File: src/rtl/peripheral_adder_pkg.sv
// Shared mode encodings, default sizing constants and a channel-width helper.
// Latency: n/a (package).
// Backpressure: n/a (package).
// Contents: mode_e (2-bit op select), DEF_DATA_WIDTH, DEF_CHANNELS, chan_width().
package peripheral_adder_pkg;

   localparam int DEF_DATA_WIDTH = 8;
   localparam int DEF_CHANNELS   = 4;

   typedef enum logic [1:0] {
      MODE_ADD = 2'b00,  // wrapping add, flag = carry
      MODE_SAT = 2'b01,  // unsigned saturating add, flag = clamped
      MODE_ACC = 2'b10,  // per-channel accumulate, flag = carry
      MODE_SUB = 2'b11   // wrapping subtract a-b, flag = borrow
   } mode_e;

   // Tag width; a single channel still needs a 1-bit tag port.
   function automatic int chan_width(input int n);
      return (n > 1) ? $clog2(n) : 1;
   endfunction

endpackage

File: src/rtl/peripheral_adder_alu.sv
// Combinational arithmetic for all four modes, producing result and flag.
// Latency: 0 cycles (pure combinational).
// Backpressure: none; the caller decides when the result is captured.
// Ports: i_mode op select, i_a/i_b operands, i_acc accumulator value for
//        MODE_ACC (i_b ignored there), o_res result, o_ovf carry/clamp/borrow.
module peripheral_adder_alu
   import peripheral_adder_pkg::*;
#(
   parameter int DATA_WIDTH = DEF_DATA_WIDTH
) (
   input  mode_e                 i_mode,
   input  logic [DATA_WIDTH-1:0] i_a,
   input  logic [DATA_WIDTH-1:0] i_b,
   input  logic [DATA_WIDTH-1:0] i_acc,
   output logic [DATA_WIDTH-1:0] o_res,
   output logic                  o_ovf
);

   logic [DATA_WIDTH:0] w_sum;
   logic [DATA_WIDTH:0] w_diff;
   logic [DATA_WIDTH:0] w_acc_sum;

   // One extra bit holds the carry; for the subtract it is set exactly
   // when the zero-extended difference goes negative, i.e. i_b > i_a.
   assign w_sum     = {1'b0, i_a}   + {1'b0, i_b};
   assign w_diff    = {1'b0, i_a}   - {1'b0, i_b};
   assign w_acc_sum = {1'b0, i_acc} + {1'b0, i_a};

   always_comb begin
      o_res = w_sum[DATA_WIDTH-1:0];
      o_ovf = w_sum[DATA_WIDTH];
      case (i_mode)
         MODE_ADD: begin
            o_res = w_sum[DATA_WIDTH-1:0];
            o_ovf = w_sum[DATA_WIDTH];
         end
         MODE_SAT: begin
            o_res = w_sum[DATA_WIDTH] ? '1 : w_sum[DATA_WIDTH-1:0];
            o_ovf = w_sum[DATA_WIDTH];
         end
         MODE_ACC: begin
            o_res = w_acc_sum[DATA_WIDTH-1:0];
            o_ovf = w_acc_sum[DATA_WIDTH];
         end
         MODE_SUB: begin
            o_res = w_diff[DATA_WIDTH-1:0];
            o_ovf = w_diff[DATA_WIDTH];
         end
         default: begin
            o_res = w_sum[DATA_WIDTH-1:0];
            o_ovf = w_sum[DATA_WIDTH];
         end
      endcase
   end

endmodule

File: src/rtl/peripheral_adder_pipe.sv
// Two-stage adder pipe (compute, output) with per-channel accumulators and a
// delivered-result counter. Latency: 2 edges accept->out_valid, 1/cycle.
// Backpressure: out_ready stall holds S2; S1 refills only when S2 frees.
// Ports: clk, rst (async active-low); in_valid/in_ready, in1, in2, in_chan,
//        mode, acc_clr upstream; out_valid/out_ready, out, out_chan, out_ovf
//        downstream; txn_count = number of results delivered (16-bit wrap).
module peripheral_adder_pipe
   import peripheral_adder_pkg::*;
#(
   parameter  int DATA_WIDTH = DEF_DATA_WIDTH,
   parameter  int CHANNELS   = DEF_CHANNELS,
   localparam int CW         = chan_width(CHANNELS)
) (
   input  logic                  clk,
   input  logic                  rst,
   input  logic                  in_valid,
   output logic                  in_ready,
   input  logic [DATA_WIDTH-1:0] in1,
   input  logic [DATA_WIDTH-1:0] in2,
   input  logic [CW-1:0]         in_chan,
   input  logic [1:0]            mode,
   input  logic                  acc_clr,
   output logic                  out_valid,
   input  logic                  out_ready,
   output logic [DATA_WIDTH-1:0] out,
   output logic [CW-1:0]         out_chan,
   output logic                  out_ovf,
   output logic [15:0]           txn_count
);

   typedef struct packed {
      logic [DATA_WIDTH-1:0] dat;
      logic [CW-1:0]         chan;
      logic                  ovf;
   } res_t;

   mode_e                 w_mode;
   logic                  w_in_fire;
   logic                  w_out_fire;
   logic                  w_s2_free;
   logic                  w_s1_move;
   logic [CW-1:0]         w_acc_idx;
   logic [DATA_WIDTH-1:0] w_acc_rd;
   logic [DATA_WIDTH-1:0] w_alu_res;
   logic                  w_alu_ovf;

   logic                  r_s1_vld;
   res_t                  r_s1;
   logic                  r_s2_vld;
   res_t                  r_s2;
   logic [DATA_WIDTH-1:0] r_acc [CHANNELS];
   logic [15:0]           r_txn_cnt;

   assign w_mode = mode_e'(mode);

   // Handshake: S2 can take a new entry when empty or draining this edge;
   // S1 can take a new entry when empty or moving into S2 this edge.
   assign w_s2_free  = !r_s2_vld || out_ready;
   assign w_s1_move  = r_s1_vld && w_s2_free;
   assign in_ready   = !r_s1_vld || w_s1_move;
   assign w_in_fire  = in_valid && in_ready;
   assign w_out_fire = r_s2_vld && out_ready;

   // Out-of-range tags fold onto channel 0 for the accumulator only; the
   // original tag still travels with the result.
   assign w_acc_idx = ({1'b0, in_chan} < (CW+1)'(CHANNELS)) ? in_chan : '0;

   // A clear on the same edge as an accumulate means the op starts from 0.
   // The accumulator is written on the accepting edge, so the next accepted
   // op on the same channel already reads the updated value.
   assign w_acc_rd = acc_clr ? '0 : r_acc[w_acc_idx];

   peripheral_adder_alu #(
      .DATA_WIDTH (DATA_WIDTH)
   ) u_alu (
      .i_mode (w_mode),
      .i_a    (in1),
      .i_b    (in2),
      .i_acc  (w_acc_rd),
      .o_res  (w_alu_res),
      .o_ovf  (w_alu_ovf)
   );

   always_ff @(posedge clk or negedge rst) begin
      if (!rst) begin
         r_s1_vld <= 1'b0;
         r_s1     <= '0;
      end else if (w_in_fire) begin
         r_s1_vld  <= 1'b1;
         r_s1.dat  <= w_alu_res;
         r_s1.chan <= in_chan;
         r_s1.ovf  <= w_alu_ovf;
      end else if (w_s1_move) begin
         r_s1_vld <= 1'b0;
      end
   end

   always_ff @(posedge clk or negedge rst) begin
      if (!rst) begin
         r_s2_vld <= 1'b0;
         r_s2     <= '0;
      end else if (w_s1_move) begin
         r_s2_vld <= 1'b1;
         r_s2     <= r_s1;
      end else if (w_out_fire) begin
         r_s2_vld <= 1'b0;
      end
   end

   always_ff @(posedge clk or negedge rst) begin
      if (!rst) begin
         for (int i = 0; i < CHANNELS; i++) r_acc[i] <= '0;
      end else begin
         if (acc_clr) begin
            for (int i = 0; i < CHANNELS; i++) r_acc[i] <= '0;
         end
         // Later assignment wins over the clear for the channel being used.
         if (w_in_fire && (w_mode == MODE_ACC)) begin
            r_acc[w_acc_idx] <= w_alu_res;
         end
      end
   end

   always_ff @(posedge clk or negedge rst) begin
      if (!rst) begin
         r_txn_cnt <= '0;
      end else if (w_out_fire) begin
         r_txn_cnt <= r_txn_cnt + 16'd1;
      end
   end

   assign out_valid = r_s2_vld;
   assign out       = r_s2.dat;
   assign out_chan  = r_s2.chan;
   assign out_ovf   = r_s2.ovf;
   assign txn_count = r_txn_cnt;

endmodule

File: config.mk
export PLATFORM = sky130hd
export DESIGN_NAME = peripheral_adder_pipe
export DESIGN_NICKNAME = d
export VERILOG_FILES = /design/src/rtl/peripheral_adder_pkg.sv /design/src/rtl/peripheral_adder_alu.sv /design/src/rtl/peripheral_adder_pipe.sv
export SDC_FILE = /design/constraint.sdc
export NUM_CORES = 1
export LEC_CHECK = 0
export BUFFER_PORTS_ARGS = -buffer_cell sky130_fd_sc_hd__buf_2
export CORE_MARGIN = 10
export CORE_UTILIZATION = 59
export CTS_CLUSTER_SIZE = 20
export DETAILED_ROUTE_END_ITERATION = 7
export GPL_ROUTABILITY_DRIVEN = 0
export GPL_TIMING_DRIVEN = 0
export PLACE_DENSITY = 0.8
export SYNTH_ARGS = -nofsm -noshare
export SYNTH_HDL_FRONTEND = slang
export SYNTH_HIERARCHICAL = 1
export SYNTH_SLANG_ARGS = --single-unit
File: constraint.sdc
create_clock -name clk -period 3.6 [get_ports clk]
set_clock_uncertainty 0.15 [all_clocks]
set_input_delay 0.36 -clock clk [delete_from_list [all_inputs] [get_ports clk]]
set_output_delay 0.36 -clock clk [all_outputs]
set_load 0.01 [all_outputs]
==> results.tsv <==
metric	value	unit
path_delay_family	compound AO/OA/AOI/OAI gates	
fin_hold_ws	-0.0242	ns
p_int	1500	uW
slowest_stage	mux4_2	
hold_viol	11	
ys_seq_elements	72	
drcViolationCount	0	
cts_setup_buffers	0	
hp-class	in -> async	
drtIter0Drc	327	
crit_fanout	10	
p_total	2190	uW
h-tree-depth	3	
seq_power_share	46.3	%
run_status	complete, but fails checks	
overflow	0	
p_clk_share	28.1	%
vdd_drop_max	0.000442	V
syn_to_final_growth	12.6	%
rsz0062_at_grt	false	
hpwl	7670	microns
synthTopCellsByArea	dfrtp_1 39%, mux2_2 9.5%, ha_1 7.1%	
drtAntennaViolNets	0	
path_buf_inv	3	
p_comb_share	25.7	%
nets	541	
io_pins	54	
routed_wl	10100	microns
worstSetupEndpointType	flip-flop	
max_stage_delay	0.55	ns
grt_pass1_wl	17300	microns
synth_edf_count	0	
clk_pin_slew	0.07	ns
async_flop_share	100	%
coreArea	7650	sq um
p_sw_share	31.3	%
start_kind	input pin	
synth_area	4600	sq um
cts_root_buffer	clkbuf_8	
portBuffers	52	
dieArea	11700	sq um
final_common_cell	dfrtp_1	
wl_per_cell	17.0	microns
cap_violations	0	
cts_tree	built	
p_leak	0.00244	uW
crit_chain	buf_2 -> buf_4 -> mux4_2 -> nor2b_1 -> ha_1 -> inv_1 -> fa_1 -> nor2b_4 -> o31a_1 -> or2_1 -> a2111oi_2 -> nor3_1 -> a211o_1 -> mux2_2	
maxSlewHeadroom	40.8	%
power_density	422	nW/um^2
die_x	108	microns
synth_area_leader_cell	dfrtp_1	
cts_num_sinks	72	
gr-usage-all-layers	18.2	%
vias_per_cell	5.72	
worst_slew_pin_slew	0.887	ns
synth.distinct_cells	59	
grt_max_degree	73	
num_vias	3395	
final_cell_mix	72 x dfrtp_1, 57 x buf_2, 39 x mux2_2, 35 x nor2b_1, 27 x nand2_1	
antenna_cells	0	
rows	32	
finalSetupViolations	0	
grt_pass1_vias	3555	
finalCritPeriodShare	94.8	%
clockBufferDepth	2	
layout_setup_ws	0.187	ns
crit_required	3.68	ns
clk_latency	0.35	ns
seq_area_frac_synth	39.2	%
cts_buffers	9	
timing.fmax	293	MHz
post-route-min-period	3.41	ns
die_h	108	microns
setup_tns	0	ns
firstDrtPassIters	5	
antenna_found_initial	0	
dpl_worst_slack	-0.355	ns
path_class	in -> reg	
initial_core_util	60.2	%
yosysTopAreaCellShare	39.2	%
switching_power	684	uW
synthFlopType	dfrtp_1	
syn_nets	478	
synth.avg_cell_area	10.9	sq um
yosys_warnings	6	
drv_slew	0	
worstPathArrival	3.50	ns
syn_inst	424	
layout-drive-gt1-share	28.9	%
violations	hold timing	
-- through the flow --
stage	hold WS (ns)	area, sq um	util (%)	std cells
CTS	0.00632	5180	67.7	594
detailed placement	0.313	4990	65.3	578
floorplan	-0.0856	4600	-	424
finish	-0.0242	5180	67.8	594
global route	0.0375	5180	67.8	594
global placement	0.310	4990	65.2	578
-- power by group through the flow --
stage               Combinational, uW  Clock, uW  Sequential [uW]
floorplan                         327          0             1050
global placement                  548          0             1020
detailed placement                565          0             1030
CTS                               569        624             1010
global route                      621        662             1030
finish                            562        614             1010
-- sequential cells by signal, indices dropped and copies added, names as in the netlist --
register,count
out,8
out_chan,2
out_ovf,1
out_valid,1
r_acc,32
r_s1,11
r_s1_vld,1
txn_count,16
-- synth_stat cells (7+ instances only) --
cell      instances
mux2_2           39
nor2b_1          35
ha_1             26
nor2_1           17
inv_1            21
xnor2_1          18
mux4_2            8
nand2b_1         18
dfrtp_1          72
nand2_1          27
nand3_1           7
nor3_1            7
buf_2             7
o21ai_0          20
mux2_4            8
a21oi_1           9
-- final cells by class --
class	count	area, sq um
Multi-Input combinational cell	316	2640
Fill cell	580	2470
Sequential cell	72	1800
Timing Repair Buffer	52	263
Clock buffer	10	128
Tap cell	102	128
Buffer	15	82.6
Inverter	21	78.8
Clock inverter	6	60.1
-- kinds of logic (layout without fill, tap and decap cells) --
| kind of cell | after synthesis | in the layout | synth area share (%) |
|---|---|---|---|
| compound gates | 71 | 71 | 11.2 |
| xor+xnor | 22 | 22 | 4.19 |
| fa+ha+maj | 29 | 29 | 8.38 |
| buf+inv | 36 | 104 | 3.45 |
| flops | 72 | 72 | 39.2 |
| mux | 55 | 55 | 16.1 |
| simple gates | 139 | 139 | 17.6 |
-- worst paths after layout --
path                                    start            end  slack [ns]  depth (start not counted)
worst min register to register  txn_count[15]  txn_count[15]        0.33                          1
worst max-delay path               in_chan[0]        r_s1[0]        0.19                         14
max in group asynchronous                 rst      r_acc[21]        2.74                          1
min in group clk                     in_valid       r_s1_vld        0.13                          2
worst min-delay path                      rst  txn_count[12]       -0.02                          1
worst max register to register       r_acc[0]        r_s1[0]        0.21                         12
-- layer usage --
layer  share of wire [%]  global-route usage [%]
met5                   0                       0
met4                 1.5                    5.84
met3                 5.6                    4.76
met2                  49                    30.4
met1                  44                    22.6
-- what timing repair did --
action / 4_1_cts / 5_1_grt
hold buffers: 0 / 0
gates resized for setup: 0 / 3
endpoints found under the setup margin: 0 / 6
Note: power is estimated with default switching activity, not from simulation.
